File: config.mk
export PLATFORM = sky130hd
export DESIGN_NAME = matrix_result_reader
export DESIGN_NICKNAME = d
export VERILOG_FILES = /design/src/rtl/matrix_result_reader.sv
export SDC_FILE = /design/constraint.sdc
export NUM_CORES = 1
export LEC_CHECK = 0
export ABC_AREA = 1
export CORE_UTILIZATION = 57
export DETAILED_ROUTE_END_ITERATION = 10
export MAX_ROUTING_LAYER = met4
export PLACE_DENSITY = 0.78
export SKIP_CTS_REPAIR_TIMING = 1
export SYNTH_ARGS = -nofsm -noshare
export SYNTH_HDL_FRONTEND = slang
export SYNTH_SLANG_ARGS = --single-unit
File: constraint.sdc
create_clock -name clk -period 8.4 [get_ports clk]
set_clock_uncertainty 0.05 [all_clocks]
set_input_delay 1.26 -clock clk [delete_from_list [all_inputs] [get_ports clk]]
set_output_delay 1.26 -clock clk [all_outputs]
set_load 0.1 [all_outputs]
File: src/rtl/matrix_result_reader.sv
// matrix_result_reader
//
// Reads a finished N x N result matrix out of the C result BRAM and
// presents it as a valid/ready word stream in row-major order. Element
// idx sits at BRAM word address (base_addr + idx) mod 2^ADDR_W, which is
// row idx/N, column idx%N.
//
// Reads are issued against a credit limit: words already buffered plus
// reads still in flight never exceed FIFO_DEPTH. Every issued word
// therefore has a FIFO slot waiting for it, and backpressure can never
// drop or duplicate data. With the consumer always ready the block moves
// one word per cycle.
//
// Ports
//   clk, rst      clock; asynchronous active-high reset
//   start         begin a readout (only looked at while idle)
//   base_addr     word address of C[0][0], latched on an accepted start
//   busy          high from the accepted start through the done cycle
//   done          one-cycle pulse on the handshake of the final word
//   bram_en       C BRAM read enable
//   bram_addr     C BRAM read address
//   bram_rdata    C BRAM read data, valid READ_LAT cycles after bram_en
//   m_valid       stream word valid
//   m_ready       stream consumer ready
//   m_data        stream word
//   m_last        marks element N*N-1
module matrix_result_reader #(
    parameter int DATA_W     = 32,
    parameter int ADDR_W     = 16,
    parameter int N          = 128,
    parameter int READ_LAT   = 1,
    parameter int FIFO_DEPTH = 4
) (
    input  logic              clk,
    input  logic              rst,
    input  logic              start,
    input  logic [ADDR_W-1:0] base_addr,
    output logic              busy,
    output logic              done,
    output logic              bram_en,
    output logic [ADDR_W-1:0] bram_addr,
    input  logic [DATA_W-1:0] bram_rdata,
    output logic              m_valid,
    input  logic              m_ready,
    output logic [DATA_W-1:0] m_data,
    output logic              m_last
);

    localparam int IDX_W = ADDR_W + 1;
    localparam int CNT_W = $clog2(FIFO_DEPTH + 1);
    localparam int PTR_W = $clog2(FIFO_DEPTH);
    localparam logic [IDX_W-1:0] LAST_IDX = IDX_W'(N * N - 1);

    localparam logic [1:0] IDLE  = 2'd0;
    localparam logic [1:0] READ  = 2'd1;
    localparam logic [1:0] DRAIN = 2'd2;

    logic [1:0]        state;
    logic [ADDR_W-1:0] base_reg;
    logic [IDX_W-1:0]  idx;
    logic [IDX_W-1:0]  out_idx;
    logic [READ_LAT-1:0] rd_pipe;
    logic [DATA_W-1:0] fifo_mem [FIFO_DEPTH];
    logic [PTR_W-1:0]  wr_ptr;
    logic [PTR_W-1:0]  rd_ptr;
    logic [CNT_W-1:0]  fifo_count;
    logic [CNT_W-1:0]  inflight;
    logic [CNT_W:0]    credit_used;
    logic              issue;
    logic              fifo_wr;
    logic              fifo_rd;
    logic              last_accept;

    // Reads still travelling through the BRAM are the set bits of the
    // latency pipe; counting them keeps the credit check exact.
    always_comb begin
        inflight = '0;
        for (int i = 0; i < READ_LAT; i++) begin
            inflight = inflight + CNT_W'(rd_pipe[i]);
        end
    end

    // A read is only issued when its returning word is guaranteed a FIFO
    // slot, counting both buffered words and reads still in the BRAM.
    always_comb begin
        credit_used = {1'b0, fifo_count} + {1'b0, inflight};
        issue       = (state == READ) && (credit_used < (CNT_W + 1)'(FIFO_DEPTH));
        fifo_wr     = rd_pipe[READ_LAT-1];
        fifo_rd     = m_valid && m_ready;
        last_accept = fifo_rd && (out_idx == LAST_IDX);
    end

    // Outputs are combinational views of the state so the first read goes
    // out in the cycle right after start is accepted. The address is
    // forced to zero whenever no read is being issued.
    always_comb begin
        bram_en   = issue;
        bram_addr = issue ? (base_reg + idx[ADDR_W-1:0]) : '0;
        busy      = (state != IDLE);
        done      = last_accept && (state == DRAIN);
        m_valid   = (fifo_count != '0);
        m_data    = fifo_mem[rd_ptr];
        m_last    = m_valid && (out_idx == LAST_IDX);
    end

    // Sequencer: latch the base on start, step the issue index while
    // credits allow, then wait in DRAIN for the final word to be taken.
    // A start seen outside IDLE is ignored.
    always_ff @(posedge clk or posedge rst) begin
        if (rst) begin
            state    <= IDLE;
            base_reg <= '0;
            idx      <= '0;
            out_idx  <= '0;
        end else begin
            case (state)
                IDLE: begin
                    if (start) begin
                        base_reg <= base_addr;
                        idx      <= '0;
                        out_idx  <= '0;
                        state    <= READ;
                    end
                end
                READ: begin
                    if (issue) begin
                        idx <= idx + 1'b1;
                        if (idx == LAST_IDX) begin
                            state <= DRAIN;
                        end
                    end
                end
                DRAIN: begin
                    if (last_accept) begin
                        state <= IDLE;
                    end
                end
                default: state <= IDLE;
            endcase
            if (state != IDLE && fifo_rd) begin
                out_idx <= out_idx + 1'b1;
            end
        end
    end

    // Latency pipe mirrors bram_en; the bit leaving the far end marks the
    // cycle in which bram_rdata belongs to us. Clearing it on reset is
    // what discards data from reads that were aborted by reset.
    always_ff @(posedge clk or posedge rst) begin
        if (rst) begin
            rd_pipe <= '0;
        end else begin
            rd_pipe <= (rd_pipe << 1) | READ_LAT'(issue);
        end
    end

    // Output buffer. A write and a pop in the same cycle leave the count
    // unchanged; the credit check above means a write never finds it full.
    always_ff @(posedge clk or posedge rst) begin
        if (rst) begin
            wr_ptr     <= '0;
            rd_ptr     <= '0;
            fifo_count <= '0;
            for (int i = 0; i < FIFO_DEPTH; i++) begin
                fifo_mem[i] <= '0;
            end
        end else begin
            if (fifo_wr) begin
                fifo_mem[wr_ptr] <= bram_rdata;
                wr_ptr <= (wr_ptr == PTR_W'(FIFO_DEPTH - 1)) ? '0 : wr_ptr + 1'b1;
            end
            if (fifo_rd) begin
                rd_ptr <= (rd_ptr == PTR_W'(FIFO_DEPTH - 1)) ? '0 : rd_ptr + 1'b1;
            end
            case ({fifo_wr, fifo_rd})
                2'b10:   fifo_count <= fifo_count + 1'b1;
                2'b01:   fifo_count <= fifo_count - 1'b1;
                default: fifo_count <= fifo_count;
            endcase
        end
    end

endmodule
# Word level (Yosys, flattened, before mapping)
# Cells that the tools add are included.
# Widths: inputs -> output; s select.
[totals]
inputBits = 52
wordCells = 76
out_inout_bits = 53
regBits = 188
[op_classes]
bitwise = 2
mux = 20
n_reduce_logical = 18
n_eq_ne = 12
n_lt_le_gt_ge = 4
n_addsub = 8
[op_table]
columns = ["op", "n"]
rows = [
  ["$bwmux 128", 1],
  ["$mux 32", 3],
  ["$mux 17", 4],
  ["$bmux 32 s2", 1],
  ["$demux 32 s2", 1],
  ["$add 17x1->17 const B", 2],
  ["$eq 17x14->1 const B", 2],
  ["$pmux 17 s2", 1],
  ["$add 16x16->16", 1],
  ["$mux 16", 1],
  ["$mux 2", 6],
  ["$reduce_bool 2->1", 5],
  ["$eq 2x2->1 const B", 4],
  ["$logic_and 1x1->1", 7],
  ["$ge 3x3->1 const B", 2],
  ["$ne 2x2->1 const B", 3],
  ["$not 2->3", 2],
  ["$pmux 2 s3", 1],
  ["$pmux 3 s2", 1],
  ["$add 2x1->2 const B", 2],
  ["$add 3x1->4", 1],
  ["$eq 2x1->1 const B", 2],
  ["$lt 4x3->1 const B", 1],
  ["$reduce_and 2->1", 2],
  ["other kinds (8)", 8],
]

# Logic depth before layout (Yosys ltp)
# Gate-level depths: netlist (run 1).
[logic_depth]
ltp_word = 6
mapped_depth = 11
ltp_nobuf = 11

# Least setup slack after synthesis (run 1)
# Ideal clock, no wire load.
[synth_timing]
path_type = "input-to-output"
from = "input port m_ready"
to = "output port done"
path_slack_ns = 4.244
stages = 4
arrival_ns = 2.846
required_time_ns = 7.090
path_buffers = 0
cell_sequence = "nand2_2 > inv_1 > nand3_1 > nor2_1"
[synth_between]
elab_chain_cells = 3
[synth_lines]
columns = ["element", "line_no", "text"]
rows = [
  ["start, declared", "44", "input logic m_ready,"],
  ["$logic_and 1x1->1", "89", "fifo_rd = m_valid && m_ready;"],
  ["via fifo_rd", "71", "logic fifo_rd;"],
  ["$logic_and 1x1->1", "90", "last_accept = fifo_rd && (out_idx == LAST_IDX);"],
  ["$logic_and 1x1->1", "100", "done = last_accept && (state == DRAIN);"],
  ["end, declared", "39", "output logic done,"],
]
# The timed path passes the listed nets, and every way through them passes these cells.

# Worst setup path after layout (run 1)
[layout_timing]
from = "register rd_ptr[0]"
to = "output port m_data[4]"
[layout_between]
elab_chain_cells = 4
[layout_lines]
columns = ["element", "line_no", "text"]
rows = [
  ["start, declared", "65", "logic [PTR_W-1:0] rd_ptr;"],
  ["start signal, assigned", "173", "rd_ptr <= (rd_ptr == PTR_W'(FIFO_DEPTH - 1)) ? '0 : rd_ptr + 1'b1;"],
  ["$not 2->3 (not written as such)", "102", "m_data = fifo_mem[rd_ptr];"],
  ["$bmux 32 s2", "102", ""],
  ["$mux 32 (not written as such) (2 in a row)", "102", ""],
  ["end, declared", "45", "output logic [DATA_W-1:0] m_data,"],
]
# No other way between the ends. The select of a mux whose other input is x is not followed.

==> impl_metrics.env, run 1 <==
export IMPL_drcViolationCount=0
export IMPL_grt_pass1_wl_mm=37.4
export IMPL_yosysMostFrequentCell="nand2_1"
export IMPL_syn_area_per_cell_um2=7.83
export IMPL_ys_flop_type="dfrtp_1"
export IMPL_maxCapViolCount=0
export IMPL_setup_violations=0
export IMPL_ys_ff_latch=188
export IMPL_synthTopCellsByArea="dfrtp_1 (49%), nand2_1 (13%), o21ai_0 (11%), nor2_1 (4.9%), inv_1 (4.1%)"
export IMPL_design_portCount=105
export IMPL_grt_pass1_vias=7762
export IMPL_grt_max_degree=93
export IMPL_viasPerCell=5.45
export IMPL_cts_buffers=17
export IMPL_finalCritPeriodShare_pct=61.2
export IMPL_syn_to_final_growth_pct=17.4
export IMPL_dieArea_mm2=0.0174
export IMPL_dr_first_iter_drc_count=620
export IMPL_nNetsFinal=1377
export IMPL_ys_seq_area_share_pct=48.9
export IMPL_wire_per_inst_um=14.5
export IMPL_path_max_fanout=67
export IMPL_n_antenna_cell=0
export IMPL_yosys_warnings=0
export IMPL_critPathCaptureType="primary output"
export IMPL_worst_slew_pin_slew_ns=1.20
export IMPL_synth_nets=1306
export IMPL_synth_common_cells="nand2_1 (329), o21ai_0 (212), dfrtp_1 (188)"
export IMPL_grtUsageTotal_pct=27.6
export IMPL_hp_class="register to register"
export IMPL_rsz0062_at_grt="no"
export IMPL_wl_mm=22.2
export IMPL_synth_edf_count=0
export IMPL_yosys_area_top_type_share_pct=48.9
export IMPL_vias=8353
export IMPL_die_height_um=132
export IMPL_clock_root_buffer="clkbuf_16"
export IMPL_largest_register_ffs=128
export IMPL_cts_reportedPaths_clkPinSlew_ns=0.07
export IMPL_top_regs="fifo_mem (128), idx (17), out_idx (17)"
export IMPL_port_buffers=104
export IMPL_drive_above_1_share_pct=5.71
export IMPL_num_rows=47
export IMPL_clock_latency_ns=0.43
export IMPL_synthDistinctLibCells=36
export IMPL_cp_arrival_ns=3.83
export IMPL_period_needed_ns=5.14
export IMPL_die_w_um=132
export IMPL_cts_tree="yes"
export IMPL_post_dp_hpwl_mm=14.0
export IMPL_crit_type="register to primary output"
export IMPL_final_max_slew_viol_count=0
export IMPL_gp_congestion=0.926
export IMPL_clock_sinks=188
export IMPL_drt_pre_antenna_iters=6
export IMPL_status="completed"
export IMPL_clk_path_buf_depth=2
export IMPL_required_ns=7.09
export IMPL_coreArea_mm2=0.0165
export IMPL_fin_setup_tns_ns=0
export IMPL_yosys_area_top_type="dfrtp_1"
export IMPL_hold_viol=0
export IMPL_relSlewSlack_pct=19.7
export IMPL_netlist_area_mm2=0.00962
export IMPL_antenna_found_initial=0
export IMPL_startpoint_type="register"
export IMPL_reg2reg_slack_ns=6.06
export IMPL_globalRouteOverflowTotal=0
export IMPL_start_util_pct=58.2
export IMPL_max_freq_mhz=195
export IMPL_ant_nets=0
export IMPL_synth_cells=1229
export IMPL_cts_max_level=4
export IMPL_async_flop_share_pct=100
export IMPL_regMostFlops="fifo_mem"
## logic make-up after synthesis
kind of cell | after synthesis | synth area share (%)
XOR/XNOR | 7 | 0.637
AO/OA/AOI/OAI | 288 | 15.5
flip-flops | 188 | 48.9
buffers and inverters | 171 | 7.34
adder cells (fa/ha/maj) | 25 | 3.41
AND/OR/NAND/NOR | 550 | 24.2
## final cells by class
type | instances | area, um^2
fill | 1390 | 5230
sequential | 188 | 4710
multi-input combinational | 870 | 4220
timing repair buffer | 108 | 1070
inverter | 115 | 439
clock buffer | 18 | 429
tap | 220 | 275
clock inverter | 14 | 151
## layer usage
layer / wire [um] / global-route usage (%)
met1: 10200 / 36.9
met3: 1220 / 4.54
met5: 0 / -
met2: 10500 / 44.1
met4: 275 / 6.72
## cells in the final DEF, fill, tap and decap left out, types with 4 or more instances in the layout
cell	instances
a21oi_1	29
and3_1	5
buf_4	4
clkbuf_16	17
clkdlybuf4s50_1	104
dfrtp_1	187
ha_1	23
inv_1	105
inv_2	8
inv_6	4
nand2_1	325
nand2_2	8
nand3_1	35
nand4_1	17
nor2_1	125
nor2_2	4
nor2_4	7
nor3_1	9
nor3_2	5
o21ai_0	212
o21ai_1	10
o22ai_1	33
xnor2_1	4
## final timing paths
path                                           from                        to  depth (start not counted)
max reg2reg                    state[1]$_DFFE_PP0P_   base_reg[3]$_DFFE_PP0P_                          5
max in group asynchronous                       rst  fifo_mem[39]$_DFFE_PP0P_                          3
max                           rd_ptr[0]$_DFFE_PP0P_                 m_data[4]                          5
min in group asynchronous                       rst  fifo_mem[15]$_DFFE_PP0P_                          2
min                        fifo_mem[63]$_DFFE_PP0P_  fifo_mem[63]$_DFFE_PP0P_                          2
min reg2reg                fifo_mem[63]$_DFFE_PP0P_  fifo_mem[63]$_DFFE_PP0P_                          2
## critical path: stages, from the launching register on
cell	delay, ns
dfrtp_2	0.39
buf_4	0.32
inv_2	0.90
o21ai_0	0.23
o22ai_1	0.32
clkdlybuf4s50_1	1.20
## through the flow
step                util, %  hold slack, ns  setup WS (ns)  std cells  area (um^2)
finish                 68.3           0.433           3.26       1533        11300
global route           68.3           0.455           3.17       1533        11300
CTS                    68.3           0.436           3.29       1533        11300
detailed placement     64.8           0.418           3.74       1501        10700
global placement       64.8           0.410           3.74       1501        10700
floorplan                 -           0.398           1.98       1229         9620
Power of run 1 is not shown: default switching activity piles up to over one toggle a cycle in this logic, so the estimate is an artifact.
==> inputs of run 2 (changes only) <==
- CORE_UTILIZATION: 57 -> 51
- PLACE_DENSITY: 0.78 -> 0.74
- clock period: 8.4 -> 4.6 ns (I/O delays scaled with it)
==> run 2 against run 1 <==
Final cell count increased by 0.78%. Critical path depth is the same. Worst hold slack got worse by 0.00058 ns. Via count decreased by 1.6%. Critical endpoint is now bram_addr[1]. Highest routed layer unchanged.
==> impl_metrics.env, run 2 (synthesis results as in run 1) <==
export IMPL_status="completed"
export IMPL_drt_pre_antenna_iters=6
export IMPL_max_freq_mhz=270
export IMPL_die_height_um=139
export IMPL_required_ns=3.86
export IMPL_dieArea_mm2=0.0194
export IMPL_post_dp_hpwl_mm=14.3
export IMPL_clock_root_buffer="clkbuf_16"
export IMPL_rsz0062_at_grt="no"
export IMPL_coreArea_mm2=0.0182
export IMPL_cp_arrival_ns=2.97
export IMPL_fin_setup_tns_ns=0
export IMPL_final_max_slew_viol_count=0
export IMPL_design_portCount=105
export IMPL_ant_nets=0
export IMPL_grt_pass1_wl_mm=37.8
export IMPL_die_w_um=139
export IMPL_final_cell_mix="nand2_1 (325), o21ai_0 (212), dfrtp_1 (187), nor2_1 (125), inv_1 (105)"
export IMPL_hold_viol=0
export IMPL_drive_above_1_share_pct=9.57
export IMPL_crit_type="register to primary output"
export IMPL_startpoint_type="register"
export IMPL_cts_max_level=4
export IMPL_top_regs="fifo_mem (128), idx (17), out_idx (17)"
export IMPL_cts_buffers=17
export IMPL_path_max_fanout=5
export IMPL_period_needed_ns=3.71
export IMPL_grt_max_degree=189
export IMPL_gp_congestion=0.896
export IMPL_fill_cells=1644
export IMPL_wire_per_inst_um=14.5
export IMPL_start_util_pct=52.8
export IMPL_cts_tree="yes"
export IMPL_wl_mm=22.5
export IMPL_hp_class="register to register"
export IMPL_drcViolationCount=0
export IMPL_num_rows=49
export IMPL_largest_register_ffs=128
export IMPL_grtUsageTotal_pct=24.9
export IMPL_clock_latency_ns=0.43
export IMPL_syn_to_final_growth_pct=17.0
export IMPL_grt_pass1_vias=7806
export IMPL_port_buffers=104
export IMPL_setup_violations=0
export IMPL_clock_sinks=188
export IMPL_nNetsFinal=1380
export IMPL_maxCapViolCount=0
export IMPL_cts_reportedPaths_clkPinSlew_ns=0.07
export IMPL_antenna_found_initial=0
export IMPL_regMostFlops="fifo_mem"
export IMPL_globalRouteOverflowTotal=0
export IMPL_clk_path_buf_depth=2
export IMPL_worst_slew_pin_slew_ns=1.14
export IMPL_finalCritPeriodShare_pct=80.6
export IMPL_relSlewSlack_pct=23.6
export IMPL_layout_commonest_cell="nand2_1"
export IMPL_critPathCaptureType="primary output"
export IMPL_viasPerCell=5.32
export IMPL_dr_first_iter_drc_count=685
export IMPL_vias=8223
export IMPL_n_antenna_cell=0
==> run 2: cell count changes in the layout (fill, tap and decap cells not counted), sizes merged <==
cell,previous run,this run
buf,4,54
clkdlybuf4s50,104,57
bufinv,1,2
clkinv,4,3
==> run 2: cell type report <==
type	count	area, um^2	share of cell area, %
flip-flops and latches	188	4710	41.8
multi-input cells	870	4220	37.5
repair buffers	111	988	8.78
clock buffers	18	439	3.90
inverters	115	438	3.89
well taps	229	287	2.55
clock inverters	14	174	1.55
==> run 2: worst paths after layout <==
path / start / endpoint / slack [ns] / depth (start not counted)
max in group asynchronous: rst / rd_ptr[0]$_DFFE_PP0P_ / 2.92 / 3
worst min register to register: fifo_mem[82]$_DFFE_PP0P_ / fifo_mem[82]$_DFFE_PP0P_ / 0.43 / 2
worst max-delay path: idx[0]$_DFFE_PP0P_ / bram_addr[1] / 0.89 / 5
worst max register to register: state[1]$_DFFE_PP0P_ / base_reg[1]$_DFFE_PP0P_ / 2.35 / 4
worst min-delay path: fifo_mem[82]$_DFFE_PP0P_ / fifo_mem[82]$_DFFE_PP0P_ / 0.43 / 2
min in group asynchronous: rst / fifo_mem[67]$_DFFE_PP0P_ / 0.90 / 3
==> run 2: routing by layer <==
layer	GRT usage, %	vias to the layer above	routed length (um)
li1	-	4155	-
met1	34.0	3834	10600
met2	38.4	215	10400
met3	4.68	19	1240
met4	6.43	0	236
met5	-	-	0
==> run 2: worst max-delay path, cell delays in order (launching register included) <==
cell,delay [ns]
dfrtp_1,0.43
ha_1,0.22
inv_1,0.07
fa_1,0.41
nor2_1,0.20
clkdlybuf4s50_1,1.18
==> run 2: through the flow <==
stage	hold WS (ns)	util (%)	worst slack (ns)	instance area, um^2	std cells
6_report	0.432	61.8	0.891	11300	1545
5_1_grt	0.447	61.8	0.816	11300	1545
4_1_cts	0.436	61.8	0.898	11300	1545
3_5_place_dp	0.418	58.4	1.40	10600	1513
3_3_place_gp	0.411	58.4	1.44	10600	1513
2_1_floorplan	0.398	-	1.08	9620	1229
Power of run 2 is left out for the same reason.
==> inputs of run 3 (changes only) <==
- CORE_UTILIZATION: 51 -> 57
- PLACE_DENSITY: 0.74 -> 0.78
- clock period: 4.6 -> 3.64 ns (I/O delays scaled with it)
==> run 3 against run 2 <==
Via count rose by 3.4%. Final cell count shrank 0.58%. Die area down 10%. Design area up 3.2%. Worst hold slack lost 0.00086 ns. Flip-flop and latch count did not move. Count of clock-buffer cells in the layout grew 2. Non-clock buffer count grew 2. Routed wire length grew 1.2%. Register-to-register slack worse by 0.78 ns. First-iteration DRC count is 11% lower. Global-route usage up 3.1 points. Critical path type unchanged. Critical endpoint is now bram_addr[14]. Highest routed layer unchanged.
==> impl_metrics.env, run 3 (synthesis results as in run 1) <==
export IMPL_status="completed"
export IMPL_hold_depth=2
export IMPL_rr_worst_depth=4
export IMPL_path_max_fanout=5
export IMPL_finalCritPeriodShare_pct=82.7
export IMPL_worst_slew_pin_slew_ns=1.14
export IMPL_hold_viol=0
export IMPL_antenna_found_initial=0
export IMPL_wl_mm=22.7
export IMPL_grt_pass1_wl_mm=38.1
export IMPL_cts_reportedPaths_clkPinSlew_ns=0.07
export IMPL_maxCapViolCount=0
export IMPL_grt_max_degree=77
export IMPL_post_dp_hpwl_mm=14.9
export IMPL_crit_buf_inv=3
export IMPL_clk_path_buf_depth=2
export IMPL_required_ns=3.04
export IMPL_dr_first_iter_drc_count=607
export IMPL_vias=8500
export IMPL_crit_cells=11
export IMPL_nNetsFinal=1382
export IMPL_cts_buffers=17
export IMPL_largest_register_ffs=128
export IMPL_hp_class="register to register"
export IMPL_coreArea_mm2=0.0165
export IMPL_start_util_pct=58.2
export IMPL_gp_congestion=0.938
export IMPL_crit_chain="ha_1 -> inv_1 -> fa_1 -> inv_1 -> nand4_1 -> nand2_1 -> nand2_1 -> nand3_1 -> nand2_1 -> nor2_1 -> buf_4"
export IMPL_relSlewSlack_pct=23.9
export IMPL_drcViolationCount=0
export IMPL_die_height_um=132
export IMPL_globalRouteOverflowTotal=0
export IMPL_design_portCount=105
export IMPL_layout_commonest_cell="nand2_1"
export IMPL_grtUsageTotal_pct=28.0
export IMPL_n_antenna_cell=0
export IMPL_syn_to_final_growth_pct=20.7
export IMPL_top_regs="fifo_mem (128), idx (17), out_idx (17)"
export IMPL_final_cell_mix="nand2_1 (325), o21ai_0 (212), dfrtp_1 (187), nor2_1 (125), inv_1 (105)"
export IMPL_period_needed_ns=3.01
export IMPL_grt_pass1_vias=7901
export IMPL_clock_sinks=188
export IMPL_max_freq_mhz=332
export IMPL_dieArea_mm2=0.0174
export IMPL_setup_violations=0
export IMPL_crit_type="register to primary output"
export IMPL_cts_tree="yes"
export IMPL_final_max_slew_viol_count=0
export IMPL_cp_arrival_ns=2.41
export IMPL_crit_family="adder cells"
export IMPL_drt_pre_antenna_iters=5
export IMPL_regMostFlops="fifo_mem"
export IMPL_viasPerCell=5.53
export IMPL_port_buffers=104
export IMPL_rsz0062_at_grt="no"
export IMPL_fin_setup_tns_ns=0
export IMPL_clock_root_buffer="clkbuf_16"
export IMPL_die_w_um=132
export IMPL_crit_slowest_cell="dfrtp_1"
export IMPL_critPathCaptureType="primary output"
export IMPL_ant_nets=0
export IMPL_num_rows=47
export IMPL_startpoint_type="register"
export IMPL_fill_cells=1314
export IMPL_crit_top_cell="nand2_1"
export IMPL_clock_latency_ns=0.42
export IMPL_drive_above_1_share_pct=9.73
export IMPL_wire_per_inst_um=14.8
export IMPL_cts_max_level=4
export IMPL_crit_path_max_incr_delay_ns=0.41
run 3: changes by cell type in the layout (fill, tap and decap cells not counted), moves of 3 or more:
cell,previous run,this run
inv_8,3,0
buf_4,53,28
buf_12,1,32
inv_6,4,1
clkdlybuf4s50_1,57,53
run 3: cell type report:
type,instances,area (um^2),share of cell area (%)
clock buffers,20,447,3.85
clock inverters,10,143,1.23
inverters,115,438,3.77
multi-input cells,870,4220,36.4
flip-flops and latches,188,4710,40.5
well taps,220,275,2.37
repair buffers,113,1380,11.9
run 3: final timing paths:
path,start,endpoint,slack [ns]
min in group asynchronous,rst,out_idx[4]$_DFFE_PP0P_,0.61
hold / removal,fifo_mem[80]$_DFFE_PP0P_,fifo_mem[80]$_DFFE_PP0P_,0.43
setup reg to reg,wr_ptr[0]$_DFFE_PP0P_,fifo_mem[107]$_DFFE_PP0P_,1.57
max in group asynchronous,rst,rd_ptr[0]$_DFFE_PP0P_,2.13
hold reg to reg,fifo_mem[80]$_DFFE_PP0P_,fifo_mem[80]$_DFFE_PP0P_,0.43
setup / recovery,idx[0]$_DFFE_PP0P_,bram_addr[14],0.63
run 3: stage by stage:
stage | setup WS, ns | cell area (um^2) | util (%) | hold WS (ns) | instances
3_3_place_gp | 1.11 | 11000 | 66.7 | 0.412 | 1506
5_1_grt | 0.436 | 11600 | 70.3 | 0.446 | 1536
6_report | 0.630 | 11600 | 70.3 | 0.431 | 1536
4_1_cts | 0.620 | 11600 | 70.3 | 0.434 | 1536
2_1_floorplan | 0.269 | 9620 | - | 0.398 | 1229
3_5_place_dp | 1.09 | 11000 | 66.7 | 0.418 | 1506
run 3: worst reg2reg max path, cell delays in order, from the launching register on:
cell,delay (ns)
dfrtp_1,0.42
inv_1,0.10
ha_1,0.22
nand2_2,0.82
o21ai_0,0.27
run 3: per-layer routing:
metal,GRT usage [%],wire length [um],vias to the layer above,part of all wire [%]
met4,7.62,358,0,1.6
met3,5.42,1180,27,5.2
met1,36.0,9970,4089,44
met5,-,0,-,0
met2,45.5,11200,239,49
li1,-,-,4145,-
Power of run 3 is left out for the same reason.
